[src/rtl/wb_arb_pkg.sv]
// Shared types and constants for the Wishbone RAM arbiter.
package wb_arb_pkg;

  typedef enum logic [1:0] {
    ARB_IDLE,
    ARB_GRANT,
    ARB_RELEASE
  } arb_state_t;

  localparam int unsigned MST_VIDEO_IN  = 0;
  localparam int unsigned MST_VIDEO_OUT = 1;
  localparam int unsigned MST_CPU       = 2;

  localparam int unsigned ADR_W = 32;
  localparam int unsigned DAT_W = 32;
  localparam int unsigned SEL_W = 4;

endpackage

[src/rtl/wb_arb_rr_pick.sv]
// Combinational winner selection: real-time master first, otherwise round-robin
// starting just after the previous owner.
module wb_arb_rr_pick #(
  parameter int unsigned NUM_MASTERS = 3,
  parameter int unsigned RT_MASTER   = 1,
  parameter int unsigned IDX_W       = $clog2(NUM_MASTERS)
) (
  input  logic [NUM_MASTERS-1:0] req,
  input  logic [IDX_W-1:0]       last_grant,
  output logic [NUM_MASTERS-1:0] pick,
  output logic [IDX_W-1:0]       pick_idx
);

  logic [IDX_W-1:0] cand;

  always_comb begin
    pick     = '0;
    pick_idx = '0;
    cand     = '0;
    if (req[RT_MASTER]) begin
      pick[RT_MASTER] = 1'b1;
      pick_idx        = IDX_W'(RT_MASTER);
    end else begin
      // Walk from the farthest candidate inwards so the nearest requester wins.
      for (int unsigned i = NUM_MASTERS; i >= 1; i--) begin
        cand = IDX_W'((32'(last_grant) + i) % NUM_MASTERS);
        if (req[cand]) begin
          pick       = '0;
          pick[cand] = 1'b1;
          pick_idx   = cand;
        end
      end
    end
  end

endmodule

[src/rtl/wb_ram_arbiter.sv]
// Shares one Wishbone RAM slave between several masters with real-time priority,
// round-robin fairness and bounded grant length. WB_ARB_TIMEOUT_EN adds a stall timeout.
module wb_ram_arbiter
  import wb_arb_pkg::*;
#(
  parameter int unsigned NUM_MASTERS    = 3,
  parameter int unsigned RT_MASTER      = MST_VIDEO_OUT,
  parameter int unsigned MAX_GRANT      = 32,
  parameter int unsigned TIMEOUT_CYCLES = 256
) (
  input  logic                                p_clk,
  input  logic                                p_resetn,
  input  logic [NUM_MASTERS-1:0]              m_wb_CYC_I,
  input  logic [NUM_MASTERS-1:0]              m_wb_STB_I,
  input  logic [NUM_MASTERS-1:0]              m_wb_WE_I,
  input  logic [NUM_MASTERS-1:0]              m_wb_LOCK_I,
  input  logic [NUM_MASTERS-1:0][ADR_W-1:0]   m_wb_ADR_I,
  input  logic [NUM_MASTERS-1:0][DAT_W-1:0]   m_wb_DAT_I,
  input  logic [NUM_MASTERS-1:0][SEL_W-1:0]   m_wb_SEL_I,
  output logic [DAT_W-1:0]                    m_wb_DAT_O,
  output logic [NUM_MASTERS-1:0]              m_wb_ACK_O,
  output logic [NUM_MASTERS-1:0]              m_wb_ERR_O,
  output logic [NUM_MASTERS-1:0]              m_wb_RTY_O,
  output logic                                s_wb_CYC_O,
  output logic                                s_wb_STB_O,
  output logic                                s_wb_WE_O,
  output logic                                s_wb_LOCK_O,
  output logic [ADR_W-1:0]                    s_wb_ADR_O,
  output logic [DAT_W-1:0]                    s_wb_DAT_O,
  output logic [SEL_W-1:0]                    s_wb_SEL_O,
  input  logic [DAT_W-1:0]                    s_wb_DAT_I,
  input  logic                                s_wb_ACK_I,
  input  logic                                s_wb_ERR_I,
  input  logic                                s_wb_RTY_I,
  output logic [NUM_MASTERS-1:0]              grant_o
);

  localparam int unsigned IDX_W  = $clog2(NUM_MASTERS);
  localparam int unsigned BEAT_W = $clog2(MAX_GRANT + 1);

  if (NUM_MASTERS < 2 || NUM_MASTERS > 8 || RT_MASTER >= NUM_MASTERS || MAX_GRANT < 1 ||
      TIMEOUT_CYCLES < 2) begin : g_param_check
    $error("wb_ram_arbiter: illegal parameter set");
  end

  arb_state_t             state_q, state_d;
  logic [NUM_MASTERS-1:0] grant_q, grant_d;
  logic [IDX_W-1:0]       last_grant_q, last_grant_d;
  logic [BEAT_W-1:0]      beat_q, beat_d;
  logic [NUM_MASTERS-1:0] pick;
  logic [IDX_W-1:0]       pick_idx;
  logic                   in_grant, others, preempt, bus_on, timeout_fire;

  wb_arb_rr_pick #(
    .NUM_MASTERS(NUM_MASTERS),
    .RT_MASTER  (RT_MASTER),
    .IDX_W      (IDX_W)
  ) u_pick (
    .req       (m_wb_CYC_I),
    .last_grant(last_grant_q),
    .pick      (pick),
    .pick_idx  (pick_idx)
  );

  assign in_grant = (state_q == ARB_GRANT);
  assign others   = |(m_wb_CYC_I & ~grant_q);
  // Preemption blanks the bus in its decision cycle so the owner cannot finish one more beat.
  assign preempt  = in_grant && (beat_q == BEAT_W'(MAX_GRANT)) && others &&
                    !m_wb_LOCK_I[last_grant_q];
  assign bus_on   = in_grant && !preempt;

  assign m_wb_DAT_O = s_wb_DAT_I;
  assign grant_o    = in_grant ? grant_q : '0;

  always_comb begin
    s_wb_CYC_O  = 1'b0;
    s_wb_STB_O  = 1'b0;
    s_wb_WE_O   = 1'b0;
    s_wb_LOCK_O = 1'b0;
    s_wb_ADR_O  = '0;
    s_wb_DAT_O  = '0;
    s_wb_SEL_O  = '0;
    m_wb_ACK_O  = '0;
    m_wb_ERR_O  = '0;
    m_wb_RTY_O  = '0;
    if (bus_on) begin
      s_wb_CYC_O                 = m_wb_CYC_I[last_grant_q];
      s_wb_STB_O                 = m_wb_CYC_I[last_grant_q] & m_wb_STB_I[last_grant_q];
      s_wb_WE_O                  = m_wb_WE_I[last_grant_q];
      s_wb_LOCK_O                = m_wb_LOCK_I[last_grant_q];
      s_wb_ADR_O                 = m_wb_ADR_I[last_grant_q];
      s_wb_DAT_O                 = m_wb_DAT_I[last_grant_q];
      s_wb_SEL_O                 = m_wb_SEL_I[last_grant_q];
      m_wb_ACK_O[last_grant_q]   = s_wb_ACK_I;
      m_wb_ERR_O[last_grant_q]   = s_wb_ERR_I | timeout_fire;
      m_wb_RTY_O[last_grant_q]   = s_wb_RTY_I;
    end
  end

  always_comb begin
    state_d      = state_q;
    grant_d      = grant_q;
    last_grant_d = last_grant_q;
    beat_d       = beat_q;
    unique case (state_q)
      ARB_IDLE: begin
        if (|m_wb_CYC_I) begin
          grant_d      = pick;
          last_grant_d = pick_idx;
          state_d      = ARB_GRANT;
        end
      end
      ARB_GRANT: begin
        if (bus_on && s_wb_ACK_I && beat_q != BEAT_W'(MAX_GRANT)) begin
          beat_d = beat_q + BEAT_W'(1);
        end
        if (timeout_fire || !m_wb_CYC_I[last_grant_q] || preempt) begin
          state_d = ARB_RELEASE;
        end
      end
      ARB_RELEASE: begin
        grant_d = '0;
        beat_d  = '0;
        state_d = ARB_IDLE;
      end
      default: state_d = ARB_IDLE;
    endcase
  end

  always_ff @(posedge p_clk or negedge p_resetn) begin
    if (!p_resetn) begin
      state_q      <= ARB_IDLE;
      grant_q      <= '0;
      last_grant_q <= IDX_W'(NUM_MASTERS - 1);
      beat_q       <= '0;
    end else begin
      state_q      <= state_d;
      grant_q      <= grant_d;
      last_grant_q <= last_grant_d;
      beat_q       <= beat_d;
    end
  end

`ifdef WB_ARB_TIMEOUT_EN
  localparam int unsigned STALL_W = $clog2(TIMEOUT_CYCLES);

  logic [STALL_W-1:0] stall_q, stall_d;
  logic               resp;

  assign resp         = s_wb_ACK_I | s_wb_ERR_I | s_wb_RTY_I;
  assign timeout_fire = s_wb_STB_O && !resp && (stall_q == STALL_W'(TIMEOUT_CYCLES - 1));

  always_comb begin
    stall_d = stall_q;
    if (!in_grant || resp) begin
      stall_d = '0;
    end else if (s_wb_STB_O) begin
      stall_d = stall_q + STALL_W'(1);
    end
  end

  always_ff @(posedge p_clk or negedge p_resetn) begin
    if (!p_resetn) begin
      stall_q <= '0;
    end else begin
      stall_q <= stall_d;
    end
  end
`else
  assign timeout_fire = 1'b0;
`endif

endmodule
[config.mk]
export PLATFORM = sky130hd
export DESIGN_NAME = wb_ram_arbiter
export DESIGN_NICKNAME = d
export VERILOG_FILES = /design/src/rtl/wb_arb_pkg.sv /design/src/rtl/wb_arb_rr_pick.sv /design/src/rtl/wb_ram_arbiter.sv
export SDC_FILE = /design/constraint.sdc
export NUM_CORES = 1
export LEC_CHECK = 0
export ABC_CLOCK_PERIOD_IN_PS = 3300
export CAP_MARGIN = 20
export CORE_AREA = 3 3 142 144
export CTS_BUF_LIST = sky130_fd_sc_hd__clkbuf_8 sky130_fd_sc_hd__clkbuf_16
export DETAILED_ROUTE_END_ITERATION = 10
export DIE_AREA = 0 0 145 147
export GPL_ROUTABILITY_DRIVEN = 0
export SYNTH_ARGS = -nofsm -noshare
export SYNTH_HDL_FRONTEND = slang
export SYNTH_SLANG_ARGS = --single-unit
[constraint.sdc]
create_clock -name p_clk -period 3.3 [get_ports p_clk]
set_input_delay 0.66 -clock p_clk [delete_from_list [all_inputs] [get_ports p_clk]]
set_output_delay 0.66 -clock p_clk [all_outputs]
set_load 0.01 [all_outputs]
==> impl_metrics.toml <==
[run_status]
status = "completed"

[floorplan]
io_pins = 369
dieArea_mm2 = 0.0213
die_width_um = 145
die_height_um = 147
core.rowCount = 50
fp.coreArea_mm2 = 0.0188
start_util_pct = 16.4

[clock_network]
clock_sinks = 13
ctsHtreeMaxLevel = 1
clockRootBuffer = "clkbuf_16"
cts_hold_buf = 0
clkSlewWorstSetupHoldPaths_ns = 0.05
cts_tree = "built"
insertion_delay_ns = 0.25
clk_path_buf_depth = 2
numCtsBuffers = 3

[worst_hold_path]
hold_depth = 1
min_from = "grant_q[1]"
hold_class = "reg2reg"
hold_end = "grant_q[1]"

[timing]
finalCritPeriodShare_pct = 99.3
worst_slew_pin_slew_ns = 0.616
rsz0062_at_grt = "yes"
slew_headroom_pct = 58.8
setup_slack_ns = 0.0228
tns_ns = 0
fin_worst_skew_ns = 0.00359
max_freq_mhz = 305
hold_viol = 0
period_minus_slack_ns = 3.28
setup_violations = 0
slew_violations = 0

[synth]
yosysSeqAreaShare_pct = 10.6
syn_nets = 745
async_flop_share_pct = 100
synth.top_cell.area_share_pct = 23.6
yosys-top-cells-area = "mux2i_1, nor2_1, a21oi_1, dfrtp_1, buf_4"
ys_types = 42
synthesis.area_mm2 = 0.00309
yosysWarnings = 0
ys_ff_latch = 13
synth_edf_count = 0
synth_area_leader_cell = "mux2i_1"
syn_avg_cell_area_um2 = 6.38
synth_ff_type = "dfrtp_1"
synthCells = 485

[cells_and_area]
area_delta_synth_final_pct = 108
drive_above_1_share_pct = 3.79
diodes = 0
post-route-util_pct = 34.2
final_nets = 1000

[critical_path]
crit_arrival_ns = 2.62
cp-start-kind = "input port"
cp.required_ns = 2.64
rr_endpoint = "grant_q[1]"
critPathLaunch = "m_wb_CYC_I[0]"
critPathSlowestCell = "clkdlybuf4s50_1"
crit_path_end_kind = "primary output"
crit_top_cell = "clkdlybuf4s50_1"
cp_max_fo = 40
rrSetupSlack_ns = 0.70
critical-path-max-stage-delay_ns = 0.55
r2r_start = "last_grant_q[1]"
crit_chain = "clkdlybuf4s50_1 -> a222oi_1 -> buf_4 -> o31ai_4 -> buf_12 -> nor2_1 -> clkdlybuf4s50_1"
crit_type = "in2out"
r2r_cells = 7

[place]
dp_hpwl_mm = 12.3
place_ws_ns = -0.141
port_buffers = 304

[routing]
detail_route.wirelength_mm = 15.5
via_count = 4340
post_drt_wl_per_cell_um = 15.5
drcViolationCount = 0
first_pass_iters = 4
drt_iter0_drc = 255
ant_nets = 0
vias_per_cell = 4.34

[flow_run]
maxCapViolCount = 0

[global_routing]
grt_max_degree = 72
antenna_found_initial = 0
grt_use_total_pct = 13.4
grt.overflow.total = 0
grt_pass1_wl_mm = 23.5
grt_pass1_vias = 4162

[pwr]
ir_drop_uv = 379
power_density_mw_per_mm2 = 641
power_leakage_nw = 3.44
logic make-up after synthesis:
| family | after synthesis | synth area share (%) |
|---|---|---|
| simple gates | 195 | 25.3 |
| compound gates | 111 | 20.7 |
| buf+inv | 85 | 16.7 |
| mux | 74 | 24.0 |
| flops | 13 | 10.6 |
| fa+ha+maj | 7 | 2.83 |
cell usage after synthesis, types with 2 or more instances:
cell type and number:
a21oi_1 75, ha_1 7, o211ai_1 3, o21ai_0 12
buf_6 9, nor2b_1 2, mux2i_1 73, nor2_1 158
nand4_1 2, inv_1 12, clkbuf_1 19, nor3_1 9
dfrtp_1 12, a31oi_1 3, nand2b_1 4, buf_1 5
a22oi_1 2, o311ai_0 2, and3_1 2, buf_4 32
o31ai_1 2, buf_2 8, nand2_1 13
power by group:
part           switching (mW)  internal, mW
Clock                  0.0741         0.160
Sequential             0.0572         0.223
Combinational            1.91          1.70
Total                    2.04          2.08
layout by cell type, fill, tap and decap left out, types with 3 or more instances in the layout:
master | Yosys | routed
nor2_1 | 158 | 158
clkbuf_16 | 0 | 3
o21ai_0 | 12 | 12
dfrtp_1 | 12 | 11
ha_1 | 7 | 7
buf_4 | 32 | 15
nand2b_1 | 4 | 4
inv_1 | 12 | 13
a31oi_1 | 3 | 3
nor3_1 | 9 | 9
buf_12 | 0 | 4
mux2i_1 | 73 | 73
nand2_1 | 13 | 13
o211ai_1 | 3 | 3
a21oi_1 | 75 | 75
clkdlybuf4s50_1 | 0 | 225
dlygate4sd2_1 | 0 | 12
dlymetal6s2s_1 | 0 | 67
critical path, delay by kind of cell:
family / cells / cell delay (ns)
simple gates: 1 / 0.12
compound gates: 2 / 0.42
buf+inv: 4 / 1.38
state kept, by name (all words and copies together), names as in the netlist:
| signal | flops |
|---|---|
| beat_q | 6 |
| last_grant_q | 2 |
| state_q | 2 |
| grant_q | 3 |
layout make-up:
class	count	area, um^2
Sequential cell	13	332
Inverter	12	45.0
Multi-Input combinational cell	387	2260
Tap cell	260	325
Timing Repair Buffer	323	3390
Clock inverter	1	3.75
Clock buffer	3	75.1
Fill cell	1984	12400
per-layer routing:
metal	routed length [um]	share of wire, %	vias up	GRT usage [%]
li1	-	-	2134	-
met1	6350	41	1957	17.0
met2	7430	48	233	22.8
met3	1470	9.5	16	3.64
met4	213	1.4	0	2.80
met5	0	0	-	0
stage by stage:
| step | std cells | hold slack, ns | power [mW] | cell area [um^2] |
|---|---|---|---|---|
| after floorplan | 485 | 0.364 | 2.44 | 3090 |
| after global placement | 995 | 0.496 | 4.09 | 6200 |
| after detailed placement | 995 | 0.495 | 4.08 | 6200 |
| after CTS | 999 | 0.505 | 4.29 | 6260 |
| after global routing | 999 | 0.532 | 4.49 | 6430 |
| final | 999 | 0.498 | 4.12 | 6430 |
what timing repair did:
action / CTS / global route
resized for setup: 12 / 68
setup buffers: 0 / 0
setup endpoints to repair: 12 / 68
pin swaps: 0 / 0
worst max-delay path by stage:
stage,end,slack (ns),depth (start not counted)
after floorplan,m_wb_ACK_O[1],0.75,5
after global placement,s_wb_ADR_O[20],-0.13,8
after detailed placement,s_wb_ADR_O[17],-0.14,8
after CTS,s_wb_DAT_O[5],0.0004,7
after global routing,s_wb_DAT_O[25],-0.05,7
final,s_wb_DAT_O[25],0.02,7
(Power assumes the default switching activity.)
